[src/rtl/iter_div_unit.sv]
// rtl/iter_div_unit.sv - multi-cycle radix-2 restoring divider for RV32M DIV/DIVU/REM/REMU
module iter_div_unit #(
  parameter int XLEN  = 32,
  parameter int CNT_W = 6
) (
  input  logic            clk,
  input  logic            rst,
  input  logic            start,
  input  logic [1:0]      op,
  input  logic [XLEN-1:0] dividend,
  input  logic [XLEN-1:0] divisor,
  input  logic [4:0]      rd_in,
  input  logic            flush,
  output logic            busy,
  output logic            stall_req,
  output logic            done,
  output logic [XLEN-1:0] result,
  output logic [4:0]      rd_out
);

  localparam logic [1:0] S_IDLE = 2'd0;
  localparam logic [1:0] S_CALC = 2'd1;
  localparam logic [1:0] S_FIN  = 2'd2;

  localparam logic [CNT_W-1:0] CNT_INIT = CNT_W'(XLEN);
  localparam logic [CNT_W-1:0] CNT_ONE  = CNT_W'(1);
  localparam logic [XLEN-1:0]  INT_MIN  = {1'b1, {(XLEN-1){1'b0}}};

  logic [1:0]       state;
  logic [CNT_W-1:0] cnt;
  logic [XLEN-1:0]  rem_q, quo_q, dvsr_q, result_q;
  logic [1:0]       op_q;
  logic [4:0]       rd_q, rd_out_q;
  logic             neg_q, neg_r;

  logic            signed_op, div_zero, ovf, accept;
  logic [XLEN-1:0] a_abs, b_abs;
  logic [XLEN:0]   rem_sh, diff;
  logic [XLEN-1:0] quo_fix, rem_fix, fin_val;

  // op[0]=0 selects the signed variants (DIV, REM)
  assign signed_op = ~op[0];
  assign a_abs     = (signed_op & dividend[XLEN-1]) ? -dividend : dividend;
  assign b_abs     = (signed_op & divisor[XLEN-1])  ? -divisor  : divisor;
  assign div_zero  = (divisor == '0);
  assign ovf       = signed_op & (dividend == INT_MIN) & (divisor == '1);
  assign accept    = (state == S_IDLE) & start & ~flush;

  assign rem_sh = {rem_q, quo_q[XLEN-1]};
  assign diff   = rem_sh - {1'b0, dvsr_q};

  assign quo_fix = neg_q ? -quo_q : quo_q;
  assign rem_fix = neg_r ? -rem_q : rem_q;
  assign fin_val = op_q[1] ? rem_fix : quo_fix;

  always_ff @(posedge clk) begin
    if (rst) begin
      state    <= S_IDLE;
      cnt      <= '0;
      rem_q    <= '0;
      quo_q    <= '0;
      dvsr_q   <= '0;
      result_q <= '0;
      rd_out_q <= '0;
      op_q     <= '0;
      rd_q     <= '0;
      neg_q    <= 1'b0;
      neg_r    <= 1'b0;
    end else begin
      case (state)
        S_IDLE: begin
          if (accept) begin
            op_q <= op;
            rd_q <= rd_in;
            cnt  <= CNT_INIT;
            // Special cases park the final answer in quo/rem with no sign fix-up
            if (div_zero) begin
              quo_q <= '1;
              rem_q <= dividend;
              neg_q <= 1'b0;
              neg_r <= 1'b0;
              state <= S_FIN;
            end else if (ovf) begin
              quo_q <= INT_MIN;
              rem_q <= '0;
              neg_q <= 1'b0;
              neg_r <= 1'b0;
              state <= S_FIN;
            end else begin
              quo_q  <= a_abs;
              rem_q  <= '0;
              dvsr_q <= b_abs;
              neg_q  <= signed_op & (dividend[XLEN-1] ^ divisor[XLEN-1]);
              neg_r  <= signed_op & dividend[XLEN-1];
              state  <= S_CALC;
            end
          end
        end
        S_CALC: begin
          if (flush) begin
            state <= S_IDLE;
          end else begin
            if (!diff[XLEN]) begin
              rem_q <= diff[XLEN-1:0];
              quo_q <= {quo_q[XLEN-2:0], 1'b1};
            end else begin
              rem_q <= rem_sh[XLEN-1:0];
              quo_q <= {quo_q[XLEN-2:0], 1'b0};
            end
            cnt <= cnt - CNT_ONE;
            if (cnt == CNT_ONE) state <= S_FIN;
          end
        end
        S_FIN: begin
          if (!flush) begin
            result_q <= fin_val;
            rd_out_q <= rd_q;
          end
          state <= S_IDLE;
        end
        default: state <= S_IDLE;
      endcase
    end
  end

  assign busy      = (state != S_IDLE);
  assign stall_req = (start & (state == S_IDLE) & ~flush) | (state == S_CALC);
  assign done      = (state == S_FIN) & ~flush;
  assign result    = done ? fin_val : result_q;
  assign rd_out    = done ? rd_q : rd_out_q;

endmodule

[config.mk]
export PLATFORM = sky130hd
export DESIGN_NAME = iter_div_unit
export DESIGN_NICKNAME = d
export VERILOG_FILES = /design/src/rtl/iter_div_unit.sv
export SDC_FILE = /design/constraint.sdc
export NUM_CORES = 1
export LEC_CHECK = 0
export CAP_MARGIN = 40
export CORE_MARGIN = 5
export CORE_UTILIZATION = 58
export CTS_CLUSTER_SIZE = 14
export DETAILED_ROUTE_END_ITERATION = 8
export HOLD_SLACK_MARGIN = 0.03
export PLACE_DENSITY = 0.78
export SYNTH_ARGS = -nofsm -noshare
export SYNTH_HDL_FRONTEND = slang
export SYNTH_SLANG_ARGS = --single-unit
[constraint.sdc]
create_clock -name clk -period 3.4 [get_ports clk]
set_input_delay 0.34 -clock clk [delete_from_list [all_inputs] [get_ports clk]]
set_output_delay 0.34 -clock clk [all_outputs]
set_load 0.005 [all_outputs]
# Word-level counts from Yosys, hierarchy flattened

Cells that the tools add are included.

Multiply operators: 0
Muxes and demuxes: 31
Eq/ne operators: 8
Bitwise logic cells: 14
Reduce and logical (&&, ||, !) cells: 9
Magnitude comparators: 0
Div/mod/pow operators: 0
$add $sub $neg: 6
Shift operators: 0

Operators by type and width:

| cell                                                                | count |
|---|---|
| 32-bit two-way mux                                                  | 14 |
| 32-bit negator                                                      | 4 |
| 32-bit one-hot mux with 2 select lines                              | 2 |
| 32-bit == test (second input constant)                              | 2 |
| 33-bit by 32-bit subtractor with 33-bit output                      | 1 |
| 32-bit logical NOT                                                  | 1 |
| 6-bit two-way mux                                                   | 2 |
| 6-bit one-hot mux with 2 select lines                               | 1 |
| 2-bit two-way mux                                                   | 5 |
| 1-bit bitwise AND                                                   | 8 |
| 6-bit by 1-bit == test with 1-bit output (second input constant)    | 1 |
| 2-bit AND reduction                                                 | 3 |
| 6-bit by 1-bit subtractor with 6-bit output (second input constant) | 1 |
| 1-bit two-way mux                                                   | 5 |
| 5-bit two-way mux                                                   | 1 |
| 2-bit inequality test (second input constant)                       | 2 |
| 1-bit NOT                                                           | 4 |
| 2-bit one-hot mux with 2 select lines                               | 1 |
| 4-bit AND reduction                                                 | 1 |
| 2-bit nonzero test                                                  | 2 |
| 3-bit inequality test (second input constant)                       | 1 |
| 3-bit AND reduction                                                 | 1 |
| 2-bit by 1-bit == test with 1-bit output (second input constant)    | 1 |
| 2-bit == test (second input constant)                               | 1 |
| 3 further kinds                                                     | 3 |

Memories: 0
ROM bits: 0
RAM bits: 0
Bits in latches: 0
Register bits: 150

# Depth between registers and ports, before layout

Depth after elaboration: 7
Gate-level depth with buffers: 13

# Worst setup path after synthesis

No wires, ideal clock.

Kind: register to register
Start: reg quo_q[31]
End: reg rem_q[29]
Library setup time: 0.130 ns
Cell stages (with the launch flop): 14
Buffers on the path: 1
Period minus slack after synthesis: 2.916 ns
Required time: 3.270 ns
Arrival: 2.787 ns
Path slack: 0.484 ns
Cells stage by stage: dfxtp_1 inv_1 ha_1 fa_1 nor2b_1 o31a_1 o211ai_1 a211oi_2 nor3b_2 xor2_2 buf_2 nor4_1 a311oi_1 o21ai_0

Cells in the longest elaborated chain, start to end: 4

Ends and longest elaborated chain:

| element                                        | RTL line | text |
|---|---|---|
| start: declaration                             | 31       | `logic [XLEN-1:0] rem_q, quo_q, dvsr_q, result_q;` |
| start signal: assignment                       | 90       | `quo_q <= a_abs;` |
| start signal: assignment                       | 105      | `quo_q <= {quo_q[XLEN-2:0], 1'b1};` |
| start signal: assignment                       | 108      | `quo_q <= {quo_q[XLEN-2:0], 1'b0};` |
| 33-bit by 32-bit subtractor with 33-bit output | 50       | `assign diff = rem_sh - {1'b0, dvsr_q};` |
| 32-bit two-way mux                             | 103      | `if (!diff[XLEN]) begin` |
| 32-bit two-way mux                             | 100      | `if (flush) begin` |
| 32-bit one-hot mux with 2 select lines         | 70       | `case (state)` |
| end signal: assignment                         | 79       | `rem_q <= dividend;` |
| end signal: assignment                         | 104      | `rem_q <= diff[XLEN-1:0];` |
| end signal: assignment                         | 107      | `rem_q <= rem_sh[XLEN-1:0];` |
| end: declaration                               | 31       |  |

No other way between the ends. The select of a mux whose other input is x is not followed.
A chain may end at the register's enable or synchronous reset.

# Worst setup path in the final report

Start: reg quo_q[10]
End: out result[17]

Cells in the longest elaborated chain, start to end: 4

Ends and longest elaborated chain:

| element            | RTL line | text |
|---|---|---|
| 32-bit negator     | 52       | `assign quo_fix = neg_q ? -quo_q : quo_q;` |
| 32-bit two-way mux | 52       |  |
| 32-bit two-way mux | 54       | `assign fin_val = op_q[1] ? rem_fix : quo_fix;` |
| 32-bit two-way mux | 129      | `assign result = done ? fin_val : result_q;` |
| end: declaration   | 17       | `output logic [XLEN-1:0] result,` |

No other way between the ends.

==> metrics <==
largest net degree at the start of global routing 143; Clock Path Buffers 2; crit path DAT 3330 ps; H-tree Lvls 4; Worst path top cell family by delay simple AND/OR/NAND/NOR gates; kind of critical path flop to output port; TritonCTS clock tree yes; P per Cell Area 379 nW/um^2; Clock Latency Late Sink 430 ps; vias in the first global route 10,596; Chip Width 149 um; Post-DRT Antenna Nets 0; critical path fanouts, max 6; Min-Delay Path Class input pin to flop; Max-Cap Viols 0; row count 50; Synth-to-Final Area Change 25.6%; Clock Sinks 149; fin cells 1,871; RSZ-0062 raised after global routing true; Core Util, Final 0.745; Post-Syn Instances 1,475; Worst Tran Pin Value 1060 ps; # diodes 0; Final Max Slew Viols 0; die area 22,100 sq um; routed wire length per instance 18.5 um; syn avg cell area 7.54 sq um; initial antenna violation count 1; placed insts 1,818; Tcrit/Tclk final 1.08; Num CTS Buffers 17; Hold Crit Start rst; final WL 34,500 um; wl on met1 14,600 um; internal reg-to-reg setup slack 130 ps; Top-Level Pins 115; status complete, but fails checks; Synth Cell Area 11,100 sq um; Setup crit start quo_q[10]; Yosys warning total 0; Final GP Congestion 0.947; All-Layer GR Usage 0.293; most area-consuming cells after synthesis dfxtp_1 (27%), xnor2_1 (5.8%), nand2_1 (5.4%), a21oi_1 (5.3%), xor2_1 (5.0%); total core area 18,800 sq um; final worst-path setup slack -267 ps; Max-Slew Margin vs Limit 0.296; fin nets 1,739; CP peak stage delay 560 ps; Fin. Hold Viols 0; leakage power figure 0.00555 uW; synthesized net count 1,590; critical path cell sequence or4_4 -> buf_4 -> or3_4 -> o41ai_4 -> xnor2_1 -> nor2_1 -> a21oi_2 -> mux2_4 -> clkdlybuf4s50_1; Clock Skew 9.38 ps; Peak VDD IR 0.000383 V; CP endpoint kind output port; final instance area 14,000 sq um; post-DP HPWL 24,600 um; register bit total from synthesis 149; leading area contributor after synthesis dfxtp_1; IO buf count 114; CP max stage cell or4_4; Reg clk slew, reported paths 60 ps; count of cell types in the netlist 82; first-pass GRT wire length 53,300 um; Die Height 149 um; highest metal used met5; drt pass-1 iters 6; layout cell share with drive strength beyond 1 0.142; most frequent cells in the layout nand2_1 (159), nor2_1 (148), dfxtp_1 (140); ys async rst share 0; Initial DRC Count 1,163; DRC viols 0; Peak Freq 273 MHz; Vias/cell 6.25; hold_buf cts 0; reg2reg start rem_q[2]; Post-synth top flop dfxtp_1; Placed Area 12,900 sq um; Initial Util 0.593; critical path startpoint category flop; met2 wire len 16,100 um; clk root buf clkbuf_16; failing checks negative setup slack; CP Buf/Inv Count 2; setup TNS -1350 ps; routed via count 11,688; commonest non-fill, non-tap cell in the layout nand2_1; Synth top area share 0.268; Worst EP required 3060 ps; GRT overflow 0; final setup fails 11; Met3 Wirelength 2690 um; Seq/Total Area, Yosys 0.268; number of enable flip-flop cells after synthesis 0; crit path time final 3670 ps
-- worst paths after layout --
kind / to / depth (start not counted)
min: cnt[0] / 2
max reg2reg: rem_q[31] / 13
min reg2reg: rd_q[1] / 2
max: result[17] / 9
-- stage by stage --
stage	worst slack [ps]	total power (uW)	hold slack, ps
6_report	-267	5300	174
5_1_grt	-357	5520	162
4_1_cts	-211	5210	160
3_5_place_dp	87.4	3250	448
3_3_place_gp	121	3230	442
2_1_floorplan	484	2790	437
-- synth_stat cells, types with 14 or more instances --
| library cell | instances |
|---|---|
| nand2_1 | 159 |
| nor2b_1 | 31 |
| or3_1 | 15 |
| nor2_1 | 149 |
| o31ai_1 | 22 |
| dfxtp_1 | 149 |
| o22ai_1 | 22 |
| inv_1 | 59 |
| nand2b_1 | 14 |
| xnor2_1 | 74 |
| a211oi_1 | 49 |
| a22oi_1 | 37 |
| a21o_1 | 19 |
| mux2i_1 | 18 |
| nor4_1 | 14 |
| o21ai_0 | 85 |
| xor2_1 | 64 |
| clkbuf_1 | 74 |
| o211ai_1 | 14 |
| nor3_1 | 44 |
| o41ai_1 | 14 |
| a21oi_1 | 118 |
| ha_1 | 39 |
-- power breakdown --
part | total (uW) | leakage [uW] | switching (uW) | internal, uW
logic | 1400 | 0.00404 | 776 | 622
clock network | 1950 | 0.000287 | 802 | 1150
registers | 1950 | 0.00122 | 107 | 1840
-- cell type report --
type,count,area [sq um]
timing repair buffer,223,2000
clock buffer,20,467
multi-input combinational,1174,7840
tap,234,293
inverter,59,221
sequential,149,3000
fill,1484,4790
clock inverter,12,145
-- flip-flops by register name, indices dropped and copies added (netlist names) --
register,count
rd_out_q,5
rem_q,32
neg_q,1
state,2
dvsr_q,32
cnt,6
quo_q,32
result_q,32
op_q,1
neg_r,1
rd_q,5
-- cells by family after synthesis --
group | share of synthesized area
adders and majority gates | 0.0456
DFF | 0.268
muxes | 0.0206
buffers and inverters | 0.0548
AOI/OAI and AO/OA | 0.274
and+or+nand+nor | 0.226
xor gates and xnor gates | 0.110
-- routing by layer --
layer / global-route usage / vias to the layer above
met5: 0 / -
met4: 0.113 / 2
met3: 0.0500 / 105
met2: 0.482 / 535
met1: 0.384 / 5391
li1: - / 5655
-- what timing repair did --
action	CTS	global route
endpoints found under the hold margin	0	0
pin swaps	29	29
setup endpoints to repair	15	21
buffers inserted	14	7
resized for setup	59	46
Note: power is estimated with default switching activity, not from simulation.
